==> src/rtl/mem_stage_access_pkg.sv <==
// Shared types for the MEM-stage data-memory access unit.
// FSM state encoding, writeback-select codes, alignment helper.
package mem_stage_access_pkg;

  typedef enum logic [1:0] {
    S_IDLE = 2'd0,
    S_WAIT = 2'd1,
    S_ERR  = 2'd2
  } state_e;

  localparam logic [1:0] MTR_ALU = 2'd0;
  localparam logic [1:0] MTR_MEM = 2'd1;
  localparam logic [1:0] MTR_PC4 = 2'd2;

  function automatic logic misaligned(
    input logic       access,
    input logic [1:0] lo
  );
    return access & (lo != 2'b00);
  endfunction

endpackage

==> src/rtl/mem_stage_access_if.sv <==
// Data-memory req/ack bus between the MEM stage and memory.
// master = MEM stage, slave = memory.
interface mem_stage_access_if #(
  parameter int DATA_W = 32
) ();
  logic              req;
  logic              we;
  logic [DATA_W-1:0] addr;
  logic [DATA_W-1:0] wdata;
  logic              ack;
  logic [DATA_W-1:0] rdata;

  modport master (
    output req, we, addr, wdata,
    input  ack, rdata
  );

  modport slave (
    input  req, we, addr, wdata,
    output ack, rdata
  );
endinterface

==> src/rtl/mem_stage_access_mem_wb.sv <==
// MEM/WB pipeline register.
// A stall turns the slot into a bubble by clearing RegWrite only.
module mem_wb_reg #(
  parameter int DATA_W = 32
) (
  input  logic              clk,
  input  logic              rst,
  input  logic              stall_i,
  input  logic [DATA_W-1:0] pc_i,
  input  logic [DATA_W-1:0] alu_i,
  input  logic [DATA_W-1:0] memdata_i,
  input  logic [4:0]        wa_i,
  input  logic [1:0]        mtr_i,
  input  logic              regwrite_i,
  output logic [DATA_W-1:0] pc_o,
  output logic [DATA_W-1:0] alu_o,
  output logic [DATA_W-1:0] memdata_o,
  output logic [4:0]        wa_o,
  output logic [1:0]        mtr_o,
  output logic              regwrite_o
);

  logic [DATA_W-1:0] pc_q;
  logic [DATA_W-1:0] alu_q;
  logic [DATA_W-1:0] memdata_q;
  logic [4:0]        wa_q;
  logic [1:0]        mtr_q;
  logic              regwrite_q;

  always_ff @(posedge clk) begin
    if (rst) begin
      pc_q       <= '0;
      alu_q      <= '0;
      memdata_q  <= '0;
      wa_q       <= '0;
      mtr_q      <= '0;
      regwrite_q <= 1'b0;
    end else if (stall_i) begin
      regwrite_q <= 1'b0;
    end else begin
      pc_q       <= pc_i;
      alu_q      <= alu_i;
      memdata_q  <= memdata_i;
      wa_q       <= wa_i;
      mtr_q      <= mtr_i;
      regwrite_q <= regwrite_i;
    end
  end

  assign pc_o       = pc_q;
  assign alu_o      = alu_q;
  assign memdata_o  = memdata_q;
  assign wa_o       = wa_q;
  assign mtr_o      = mtr_q;
  assign regwrite_o = regwrite_q;

endmodule

==> src/rtl/mem_stage_access.sv <==
// MEM stage: EX/MEM fields to a req/ack data-memory transaction,
// upstream stall while memory is busy, MEM/WB register write.
module mem_stage_access
  import mem_stage_access_pkg::*;
#(
  parameter int DATA_W  = 32,
  parameter int TIMEOUT = 16,
  parameter int CNT_W   = $clog2(TIMEOUT) + 1
) (
  input  logic              clk,
  input  logic              rst,
  input  logic [DATA_W-1:0] MEM_PC,
  input  logic [DATA_W-1:0] MEM_ALUOut,
  input  logic [DATA_W-1:0] MEM_ReadData_2,
  input  logic [4:0]        MEM_Write_Address,
  input  logic [1:0]        MEM_MemtoReg,
  input  logic              MEM_MemWrite,
  input  logic              MEM_MemRead,
  input  logic              MEM_RegWrite,
  mem_stage_access_if.master dmem,
  output logic              mem_stall,
  output logic [DATA_W-1:0] WB_PC,
  output logic [DATA_W-1:0] WB_ALUOut,
  output logic [DATA_W-1:0] WB_MemData,
  output logic [4:0]        WB_Write_Address,
  output logic [1:0]        WB_MemtoReg,
  output logic              WB_RegWrite,
  output logic              err_misalign,
  output logic              err_timeout,
  output logic [31:0]       stall_cycles
);

  state_e            state_q, state_d;
  logic [CNT_W-1:0]  cnt_q, cnt_d;
  logic              err_mis_q;
  logic [31:0]       stall_cnt_q;

  logic              access;
  logic              misal;
  logic              req;
  logic              stall;
  logic              rd_ack;
  logic [DATA_W-1:0] memdata;

  assign access = MEM_MemRead | MEM_MemWrite;
  assign misal  = misaligned(access, MEM_ALUOut[1:0]);

  always_comb begin
    state_d = state_q;
    cnt_d   = cnt_q;
    req     = 1'b0;
    stall   = 1'b0;
    unique case (state_q)
      S_IDLE: begin
        if (access && !misal) begin
          req = 1'b1;
          if (!dmem.ack) begin
            stall   = 1'b1;
            state_d = S_WAIT;
            cnt_d   = CNT_W'(1);
          end
        end
      end
      S_WAIT: begin
        req = 1'b1;
        if (dmem.ack) begin
          state_d = S_IDLE;
          cnt_d   = '0;
        end else begin
          stall = 1'b1;
          if (cnt_q == CNT_W'(TIMEOUT - 1)) begin
            state_d = S_ERR;
          end else begin
            cnt_d = cnt_q + 1'b1;
          end
        end
      end
      S_ERR: begin
        stall = 1'b1;
      end
      default: begin
        state_d = S_IDLE;
        cnt_d   = '0;
      end
    endcase
  end

  always_ff @(posedge clk) begin
    if (rst) begin
      state_q     <= S_IDLE;
      cnt_q       <= '0;
      err_mis_q   <= 1'b0;
      stall_cnt_q <= '0;
    end else begin
      state_q   <= state_d;
      cnt_q     <= cnt_d;
      err_mis_q <= misal && (state_q == S_IDLE);
      if (stall && (stall_cnt_q != 32'hFFFF_FFFF)) begin
        stall_cnt_q <= stall_cnt_q + 32'd1;
      end
    end
  end

  // Read and write both set resolves to a write, so a read ack
  // only counts when no store is in flight.
  assign rd_ack  = req & dmem.ack & MEM_MemRead & ~MEM_MemWrite;
  assign memdata = rd_ack ? dmem.rdata : '0;

  assign dmem.req   = req;
  assign dmem.we    = MEM_MemWrite;
  assign dmem.addr  = MEM_ALUOut;
  assign dmem.wdata = MEM_ReadData_2;

  assign mem_stall    = stall;
  assign err_misalign = err_mis_q;
  assign err_timeout  = (state_q == S_ERR);
  assign stall_cycles = stall_cnt_q;

  mem_wb_reg #(
    .DATA_W (DATA_W)
  ) u_mem_wb (
    .clk        (clk),
    .rst        (rst),
    .stall_i    (stall),
    .pc_i       (MEM_PC),
    .alu_i      (MEM_ALUOut),
    .memdata_i  (memdata),
    .wa_i       (MEM_Write_Address),
    .mtr_i      (MEM_MemtoReg),
    .regwrite_i (MEM_RegWrite & ~misal),
    .pc_o       (WB_PC),
    .alu_o      (WB_ALUOut),
    .memdata_o  (WB_MemData),
    .wa_o       (WB_Write_Address),
    .mtr_o      (WB_MemtoReg),
    .regwrite_o (WB_RegWrite)
  );

endmodule

==> src/flat_wrapper.sv <==
// flat-port wrapper written by rule: the top's interface ports become plain ports
module mem_stage_access_flat import mem_stage_access_pkg::*;
#(
  parameter int DATA_W  = 32,
  parameter int TIMEOUT = 16,
  parameter int CNT_W   = $clog2(TIMEOUT) + 1
)
  (clk, rst, MEM_PC, MEM_ALUOut, MEM_ReadData_2, MEM_Write_Address, MEM_MemtoReg, MEM_MemWrite, MEM_MemRead, MEM_RegWrite, mem_stall, WB_PC, WB_ALUOut, WB_MemData, WB_Write_Address, WB_MemtoReg, WB_RegWrite, err_misalign, err_timeout, stall_cycles, dmem_req, dmem_we, dmem_addr, dmem_wdata, dmem_ack, dmem_rdata);
  mem_stage_access_if #(.DATA_W(DATA_W)) dmem_i ();
  input  logic clk;
  input  logic rst;
  input  logic [DATA_W-1:0] MEM_PC;
  input  logic [DATA_W-1:0] MEM_ALUOut;
  input  logic [DATA_W-1:0] MEM_ReadData_2;
  input  logic [4:0] MEM_Write_Address;
  input  logic [1:0] MEM_MemtoReg;
  input  logic MEM_MemWrite;
  input  logic MEM_MemRead;
  input  logic MEM_RegWrite;
  output logic mem_stall;
  output logic [DATA_W-1:0] WB_PC;
  output logic [DATA_W-1:0] WB_ALUOut;
  output logic [DATA_W-1:0] WB_MemData;
  output logic [4:0] WB_Write_Address;
  output logic [1:0] WB_MemtoReg;
  output logic WB_RegWrite;
  output logic err_misalign;
  output logic err_timeout;
  output logic [31:0] stall_cycles;
  output wire logic [$bits(dmem_i.req)-1:0] dmem_req;
  output wire logic [$bits(dmem_i.we)-1:0] dmem_we;
  output wire logic [$bits(dmem_i.addr)-1:0] dmem_addr;
  output wire logic [$bits(dmem_i.wdata)-1:0] dmem_wdata;
  input wire logic [$bits(dmem_i.ack)-1:0] dmem_ack;
  input wire logic [$bits(dmem_i.rdata)-1:0] dmem_rdata;
  assign dmem_req = dmem_i.req;
  assign dmem_we = dmem_i.we;
  assign dmem_addr = dmem_i.addr;
  assign dmem_wdata = dmem_i.wdata;
  assign dmem_i.ack = dmem_ack;
  assign dmem_i.rdata = dmem_rdata;
  mem_stage_access #(.DATA_W(DATA_W), .TIMEOUT(TIMEOUT), .CNT_W(CNT_W)) u_core (.clk(clk), .rst(rst), .MEM_PC(MEM_PC), .MEM_ALUOut(MEM_ALUOut), .MEM_ReadData_2(MEM_ReadData_2), .MEM_Write_Address(MEM_Write_Address), .MEM_MemtoReg(MEM_MemtoReg), .MEM_MemWrite(MEM_MemWrite), .MEM_MemRead(MEM_MemRead), .MEM_RegWrite(MEM_RegWrite), .dmem(dmem_i), .mem_stall(mem_stall), .WB_PC(WB_PC), .WB_ALUOut(WB_ALUOut), .WB_MemData(WB_MemData), .WB_Write_Address(WB_Write_Address), .WB_MemtoReg(WB_MemtoReg), .WB_RegWrite(WB_RegWrite), .err_misalign(err_misalign), .err_timeout(err_timeout), .stall_cycles(stall_cycles));
endmodule
==> config.mk <==
export PLATFORM = sky130hd
export DESIGN_NAME = mem_stage_access_flat
export DESIGN_NICKNAME = d
export VERILOG_FILES = /design/src/rtl/mem_stage_access_pkg.sv /design/src/rtl/mem_stage_access_if.sv /design/src/rtl/mem_stage_access_mem_wb.sv /design/src/rtl/mem_stage_access.sv /design/src/flat_wrapper.sv
export SDC_FILE = /design/constraint.sdc
export NUM_CORES = 1
export LEC_CHECK = 0
export BUFFER_PORTS_ARGS = -buffer_cell sky130_fd_sc_hd__buf_4
export CAP_MARGIN = 20
export CORE_ASPECT_RATIO = 2
export CORE_MARGIN = 10
export CORE_UTILIZATION = 30
export CTS_BUF_LIST = sky130_fd_sc_hd__clkbuf_16
export DETAILED_ROUTE_END_ITERATION = 6
export GPL_ROUTABILITY_DRIVEN = 1
export REMOVE_ABC_BUFFERS = 1
export SKIP_LAST_GASP = 1
export SLEW_MARGIN = 40
export SYNTH_ARGS = -nofsm -noshare
export SYNTH_HDL_FRONTEND = slang
export SYNTH_SLANG_ARGS = --single-unit
export TNS_END_PERCENT = 20
==> constraint.sdc <==
create_clock -name clk -period 2.3 [get_ports clk]
set_input_delay 0.115 -clock clk [delete_from_list [all_inputs] [get_ports clk]]
set_output_delay 0.115 -clock clk [all_outputs]
set_load 0.02 [all_outputs]
# --- Word level (Yosys, flattened, before mapping) ---
# Cells that the tools add are included.
totals:
  register_bits: 144
  wordCells: 54
  inputBits: 141
  out_inout_bits: 205
op_classes:
  reduce_logical: 9
  eq_ne: 8
  addsub: 2
  muxes: 16
  bitwise_logic: 9
ops:
  columns: ["cell", "count"]
  rows:
  - ["adder 32 x 1 -> 32 bit (second input constant)", 1]
  - ["2-to-1 mux 32 bit", 1]
  - ["inequality test 32 bit (second input constant)", 1]
  - ["2-to-1 mux 5 bit", 4]
  - ["case mux 5 bit (3 select lines)", 1]
  - ["2-to-1 mux 2 bit", 4]
  - ["AND reduction 4 bit", 2]
  - ["case mux 2 bit (3 select lines)", 1]
  - ["adder 5 x 1 -> 5 bit (second input constant)", 1]
  - ["bitwise AND 1 bit", 5]
  - ["== test 5 x 4 -> 1 bit (second input constant)", 1]
  - ["logical AND 1 bit", 3]
  - ["2-to-1 mux 1 bit", 3]
  - ["inequality test 3 x 2 -> 1 bit (second input constant)", 1]
  - ["inequality test 3 bit (second input constant)", 1]
  - ["inverter 1 bit", 3]
  - ["case mux 1 bit (3 select lines)", 1]
  - ["== test 2 x 1 -> 1 bit (second input constant)", 1]
  - ["== test 2 bit (second input constant)", 1]
  - ["logical NOT 2 bit", 1]
  - ["inequality test 2 x 1 -> 1 bit (second input constant)", 1]
  - ["inequality test 2 bit (second input constant)", 1]
  - ["case mux 1 bit (2 select lines)", 1]
  - ["nonzero test 2 bit", 1]
  - ["3 further kinds", 3]

# --- Longest topological paths before layout ---
# Gate-level depths: netlist of the first run.
depth:
  ltp_word: 10
  mapped_depth: 9
  depth_no_buf: 7

# --- Cells and area by module ---
# A second synthesis of the first run with hierarchy kept.
unflattened:
  cells_unflattened: 709
  hier_area_um2: 6642.6
by_module_without_submodules:
  columns: ["module", "cells_each", "area_each_um2", "instances"]
  rows:
  - ["mem_wb_reg", 335, 3701.0, 1]
  - ["mem_stage_access", 374, 2941.6, 1]

# --- Worst setup path after synthesis of the first run ---
# OpenSTA, ideal clock, no wires.
synth_path:
  path_type: "register to register"
  startpoint: "reg u_core.stall_cnt_q[0] (netlist: u_core.stall_cycles[0])"
  endpoint: "reg u_core.stall_cnt_q[15] (netlist: u_core.stall_cycles[15])"
  slack_ps: 161
  setup_time_ps: 123
  synth_period_minus_slack_ps: 2139
  arrival_ps: 2016
  required_time_ps: 2177
  path_stages_with_launch: 8
  path_buffers: 1
  path_cell_list: "dfxtp_1 > ha_1 > nand4_1 > nor4_1 > nor3b_2 > buf_2 > nor4_1 > mux2_1"
synth_between:
  elab_chain_len: 2
synth_lines:
  columns: ["item", "line", "source"]
  rows:
  - ["from (decl)", "mem_stage_access.sv:36", "logic [31:0] stall_cnt_q;"]
  - ["from (signal assigned)", "mem_stage_access.sv:99", "stall_cnt_q <= stall_cnt_q + 32'd1;"]
  - ["parallel branches: the longest is 2 deep, another holds adder 32 x 1 -> 32 bit", null, null]
# Parallel ways; which one is timed is not known.
# A chain may end at the register's enable or synchronous reset.

# --- Final worst setup path of the first run ---
layout_path:
  startpoint: "reg u_core.state_q[1]"
  endpoint: "out mem_stall"
layout_between:
  elab_chain_len: 2
layout_lines:
  columns: ["item", "line", "source"]
  rows:
  - ["from (decl)", "mem_stage_access.sv:33", "state_e state_q, state_d;"]
  - ["from (signal assigned)", "mem_stage_access.sv:95", "state_q <= state_d;"]
  - ["== test 2 bit, or another cell as far along", "mem_stage_access.sv:53", "unique case (state_q)"]
  - ["case mux 1 bit (3 select lines) *", "mem_stage_access.sv:53", null]
  - ["to (decl)", "flat_wrapper.sv:20", "output logic mem_stall;"]
# Mark *: on every way between the ends. The rest lies on a longest branch, timed or not.

==> results of run 1 <==
## timing repair
action | in CTS | in global routing
setup endpoints to repair | 1 | 10
setup buffers | 0 | 2
hold buffers | 104 | 0
hold endpoints to repair | 104 | 0
resized for setup | 1 | 1
## metrics by stage
stage | cells | total power, W | setup TNS [ps] | setup slack, ps
floorplan | 634 | 0.00295 | -282750 | -2740
global placement | 1201 | 0.00347 | 0 | 250
detailed placement | 1201 | 0.00348 | 0 | 152
CTS | 1337 | 0.00643 | 0 | 28.5
global route | 1340 | 0.00657 | -13.5 | -13.5
finish | 1340 | 0.00635 | 0 | 132
## per-layer routing
layer	global-route usage, %	vias to the layer above	wire length (um)
met1	18.0	3033	9320
met4	8.03	2	767
met2	30.7	231	12800
met3	7.06	39	1990
li1	-	3150	-
met5	2.53	-	73
## power breakdown
part	switching (W)	internal (W)	total, W
logic	0.000474	0.000461	0.000935
clock network	0.00117	0.00161	0.00278
registers	0.0000466	0.00259	0.00263
## tightest hold or removal path, stage by stage
cell and delay, ps:
buf_4 90, o21ai_0 100, nor4_1 160
## cell families (layout without fill, tap and decap cells)
logic type	count (synthesis)	in the layout	share of synthesized area, %
simple gates	300	300	22.4
buf+inv	116	450	11.5
fa+ha+maj	3	3	0.613
mux	5	5	1.08
flops	144	144	47.0
other cells	0	1	0
xor+xnor	1	1	0.143
compound gates	174	174	17.2
## Yosys cell counts (7+ instances only)
| cell type | n |
|---|---|
| buf_2 | 12 |
| nor2_1 | 56 |
| dfxtp_1 | 144 |
| or4_1 | 19 |
| nand3_1 | 11 |
| nor4_1 | 7 |
| clkbuf_1 | 27 |
| a21oi_1 | 102 |
| or3_1 | 7 |
| buf_4 | 68 |
| nand4_1 | 12 |
| nand2_1 | 160 |
| o31ai_1 | 21 |
| a22oi_1 | 33 |
## path summary, 6_finish.rpt
check / from / endpoint / cells after the start
worst max register to register: u_core.stall_cycles[0] / u_core.stall_cycles[23] / 7
worst min register to register: u_core.u_mem_wb.alu_o[12] / u_core.u_mem_wb.alu_o[12] / 2
worst max-delay path: u_core.state_q[1] / mem_stall / 7
worst min-delay path: MEM_MemRead / u_core.err_misalign / 3
## registers in the layout, summed over array words and instances, names as in the netlist
register                    count
u_core.err_misalign             1
u_core.stall_cycles            32
u_core.u_mem_wb.regwrite_o      1
u_core.u_mem_wb.mtr_o           2
u_core.u_mem_wb.memdata_o      32
u_core.cnt_q                    5
u_core.u_mem_wb.pc_o           32
u_core.u_mem_wb.wa_o            5
u_core.state_q                  2
u_core.u_mem_wb.alu_o          32
## cell usage in the layout (no fill, tap or decap), types with 5 or more instances in the layout
master | netlist | layout
buf_4 | 68 | 303
nand2_1 | 160 | 159
dfxtp_1 | 144 | 144
dlygate4sd3_1 | 0 | 104
a21oi_1 | 102 | 102
nor2_1 | 56 | 56
a22oi_1 | 33 | 33
o31ai_1 | 21 | 21
or4_1 | 19 | 19
clkbuf_16 | 0 | 17
nand4_1 | 12 | 12
nand3_1 | 11 | 11
nor4_1 | 7 | 7
or3_1 | 7 | 7
inv_1 | 6 | 6
and3_1 | 6 | 6
o21ai_0 | 6 | 6
nor2b_1 | 5 | 5
## layout make-up
type	instances	area [um^2]
fill	1902	10200
timing repair buffer	411	3400
sequential	144	2880
multi-input combinational	483	2560
clock buffer	17	425
tap	262	328
clock inverter	15	159
inverter	7	27.5
antenna	1	2.50
==> flow_metrics.py, run 1 <==
metrics = {
    "outcome": {
        "status": "finished clean",
    },
    "worst_setup_path": {
        "cp_common_cell": "buf_4",
        "cp-start-kind": "flip-flop",
        "cp_max_fo": 48,
        "slowest_delay_ps": 390,
        "cpLargestDelayFamily": "buffers and inverters",
        "cp_slowest_cell": "dfxtp_1",
        "required_ps": 2180,
        "critical_path.cell_chain": "buf_4, nor2_1, o21ai_2, nand2_8, clkinv_2, buf_12, buf_4",
        "crit_path_end_kind": "primary output",
        "rrSetupSlack_ps": 180,
        "arrival_ps": 2050,
        "critical_path_class": "flip-flop to primary output",
        "crit_buf_inv": 4,
    },
    "route": {
        "dr.pass1.iters": 4,
        "via_count": 6455,
        "ant_nets": 0,
        "drt_iter0_markers": 312,
        "wirelength_mm": 24.9,
        "viasPerCell": 4.82,
        "wl_per_cell_um": 18.6,
        "drcViolationCount": 0,
    },
    "place": {
        "dp_hpwl_mm": 17.8,
        "port_buffers": 281,
        "gp_routability_congestion": 0.791,
        "place_area_um2": 8120,
    },
    "final_layout": {
        "nNetsFinal": 1208,
        "design_area_um2": 9780,
        "fin_util_pct": 48.9,
        "drive_gt1_share_pct": 32.4,
        "syn2layout_area_growth_pct": 59.6,
    },
    "timing": {
        "worst_pin_slew_ps": 530,
        "holdWs_ps": 106,
        "finalMaxSlewViolations": 0,
        "rsz0062_at_grt": "yes",
        "fin_crit_ps": 2170,
        "final-hold-violation-count": 0,
        "finalSetupViolCount": 0,
        "skew_ps": 10.5,
        "max-slew-margin-rel_pct": 64.7,
        "max_freq_mhz": 461,
        "finalCritPeriodShare_pct": 94.2,
    },
    "pwr": {
        "p_leak_nw": 4.24,
        "p_per_area_nw_per_um2": 649,
        "vdd_ir_drop_max_uv": 560,
    },
    "logic_synthesis": {
        "ys_types": 46,
        "yosys-top-cells-area": "dfxtp_1, nand2_1, a21oi_1",
        "syn_area_um2": 6130,
        "synthArstFlopShare_pct": 0,
        "synth-seq-cells": 144,
        "yosys.area.top_type": "dfxtp_1",
        "synth_edf_count": 0,
        "yosys.area.top_type_share_pct": 47.0,
        "ys.flop_type": "dfxtp_1",
        "synth-seq-area-share_pct": 47.0,
        "syn_avg_cell_area_um2": 8.25,
        "syn_inst": 743,
        "yosys_warnings": 0,
    },
    "cts": {
        "clock-root-buffer": "clkbuf_16",
        "numCtsBuffers": 17,
        "h-tree-depth": 4,
        "clock_latency_ps": 420,
        "cts_buffer_depth": 2,
        "cts_tree": "yes",
        "clock_sink_count": 144,
        "cts.clk_slew.worst_paths_ps": 70,
    },
    "die": {
        "rows": 73,
        "die_x_um": 121,
        "ioPinCount": 346,
        "dieArea_um2": 26900,
        "core_um2": 20000,
        "start_util_pct": 30.6,
        "die_y_um": 222,
    },
    "grt": {
        "grt_usage_pct": 17.8,
        "antenna_found_initial": 1,
        "grt_max_degree": 58,
        "overflow": 0,
        "grt_pass1_wl_mm": 37.7,
        "grt_pass1_vias": 6646,
    },
    "worst_hold_path": {
        "min_path_type": "primary input to flip-flop",
    },
    "flow_run": {
        "cap_violations": 0,
    },
}
Note: power is estimated with default switching activity, not from simulation.
==> inputs of run 2 (changes only) <==
- SETUP_SLACK_MARGIN: default -> 0.4
==> flow_metrics.py, run 2 (synthesis results as in run 1) <==
metrics = {
    "worst_setup_path": {
        "cp_slowest_cell": "or4_4",
        "slowest_delay_ps": 480,
        "arrival_ps": 2270,
        "required_ps": 2650,
        "cp_max_fo": 11,
        "critical_path.cell_chain": "ha_4, nand4_1, nor4_2, nor3b_4, buf_4, buf_4, or4_4, a21oi_2",
        "cp_common_cell": "buf_4",
        "r2r_cells": 8,
        "critical_path_class": "flip-flop to flip-flop",
        "cp-start-kind": "flip-flop",
        "crit_path_end_kind": "flip-flop",
    },
    "pwr": {
        "clkPwrFrac_pct": 43.5,
        "power.internal_w": 0.00468,
        "seqPwrFrac_pct": 41.2,
        "vdd_ir_drop_max_uv": 559,
        "switching_share_pct": 26.8,
        "p_per_area_nw_per_um2": 625,
        "p_sw_w": 0.00171,
        "p_leak_nw": 4.42,
        "pwr-share-comb_pct": 15.3,
    },
    "cts": {
        "cts.clk_slew.worst_paths_ps": 60,
        "clock_sink_count": 144,
        "h-tree-depth": 4,
        "cts_buffer_depth": 2,
        "cts_tree": "yes",
        "clock_latency_ps": 420,
        "numCtsBuffers": 17,
        "clock-root-buffer": "clkbuf_16",
    },
    "place": {
        "placed_cells": 1201,
        "pre_cts_slack_ps": 152,
        "gp_routability_congestion": 0.791,
        "dp_hpwl_mm": 17.8,
        "port_buffers": 281,
        "place_area_um2": 8120,
    },
    "final_layout": {
        "nNetsFinal": 1233,
        "fillers": 1845,
        "fin_util_pct": 51.1,
        "regArea_um2": 2910,
        "syn2layout_area_growth_pct": 66.7,
        "final_cell_mix": "buf_4, nand2_1, dfxtp_1, dlygate4sd3_1, a21oi_1",
        "design_area_um2": 10200,
        "fin_cells": 1365,
        "drive_gt1_share_pct": 37.8,
        "final_common_cell": "buf_4",
        "multi_input_area_um2": 2740,
    },
    "grt": {
        "busiest_layer": "met2",
        "overflow": 0,
        "grt_pass1_vias": 6883,
        "gr-usage-met3_pct": 7.29,
        "groute.layer.met2.usage_pct": 32.5,
        "grt_usage_pct": 18.7,
        "grt_max_degree": 58,
        "antenna_found_initial": 1,
        "grt_pass1_wl_mm": 39.4,
        "use_met1_pct": 18.7,
    },
    "timing": {
        "finalMaxSlewViolations": 0,
        "fin_crit_ps": 1930,
        "max_freq_mhz": 519,
        "skew_ps": 8.37,
        "finalSetupViolCount": 0,
        "setup_tns_ps": 0,
        "rsz0062_at_grt": "yes",
        "finalCritPeriodShare_pct": 83.8,
        "final-hold-violation-count": 0,
        "worst_pin_slew_ps": 543,
        "max-slew-margin-rel_pct": 63.8,
        "setup_ws_ps": 372,
    },
    "route": {
        "dr.pass1.iters": 5,
        "drt_iter0_markers": 346,
        "viasPerCell": 4.90,
        "drcViolationCount": 0,
        "wl_per_cell_um": 19.3,
        "ant_nets": 0,
        "via_count": 6683,
        "wirelength_mm": 26.3,
    },
    "flow_run": {
        "cap_violations": 0,
    },
    "die": {
        "die_x_um": 121,
        "dieArea_um2": 26900,
        "die_y_um": 222,
        "rows": 73,
        "start_util_pct": 30.6,
        "ioPinCount": 346,
        "core_um2": 20000,
    },
    "outcome": {
        "status": "finished clean",
    },
    "worst_hold_path": {
        "min_path_type": "primary input to flip-flop",
        "min_path_cells": 3,
    },
}
-- run 2: repair_timing --
action                     in CTS  in global routing
setup buffers                  14                 10
pin swaps                       8                 15
gates cloned                    3                  0
hold buffers                  104                  0
setup endpoints to repair     101                 41
hold endpoints to repair      104                  0
gates resized for setup        21                 39
-- run 2: layer usage --
metal	vias to the layer above	share of wire [%]	wire length, um
li1	3202	-	-
met1	3163	36	9410
met2	268	52	13800
met3	48	8.4	2200
met4	2	3.2	853
met5	-	0.28	73
-- run 2: path summary, 6_finish.rpt --
path,slack (ps),endpoint,start
setup / recovery,370,u_core.stall_cycles[6],u_core.stall_cycles[1]
hold / removal,120,u_core.state_q[0],dmem_ack
setup reg to reg,370,u_core.stall_cycles[6],u_core.stall_cycles[1]
hold reg to reg,450,u_core.u_mem_wb.alu_o[18],u_core.u_mem_wb.alu_o[18]
-- run 2: stage by stage --
stage          hold slack, ps  power, W
6_report                  117   0.00639
3_3_place_gp              230   0.00347
2_1_floorplan             184   0.00295
5_1_grt                   119   0.00661
4_1_cts                  94.3   0.00646
3_5_place_dp              230   0.00348
-- run 2: worst max-delay path: cells and delay by family, from the launching register on --
family,cells,cell delay [ps]
simple gates,4,900
buf+inv,2,320
flops,1,330
compound gates,1,140
fa+ha+maj,1,160
-- run 2: area by class of cell --
cell class | count | share of cell area, %
Antenna cell | 1 | 0.0245
Clock buffer | 17 | 4.16
Clock inverter | 15 | 1.56
Inverter | 7 | 0.306
Multi-Input combinational cell | 485 | 26.8
Sequential cell | 144 | 28.5
Tap cell | 262 | 3.21
Timing Repair Buffer | 434 | 35.4
-- run 2: power groups by stage --
stage          clock (W)  sequential, W  combinational (W)
3_5_place_dp           0        0.00269           0.000789
5_1_grt          0.00293        0.00264            0.00104
4_1_cts          0.00286        0.00263           0.000971
3_3_place_gp           0        0.00268           0.000785
2_1_floorplan          0        0.00279           0.000155
6_report         0.00278        0.00263           0.000975
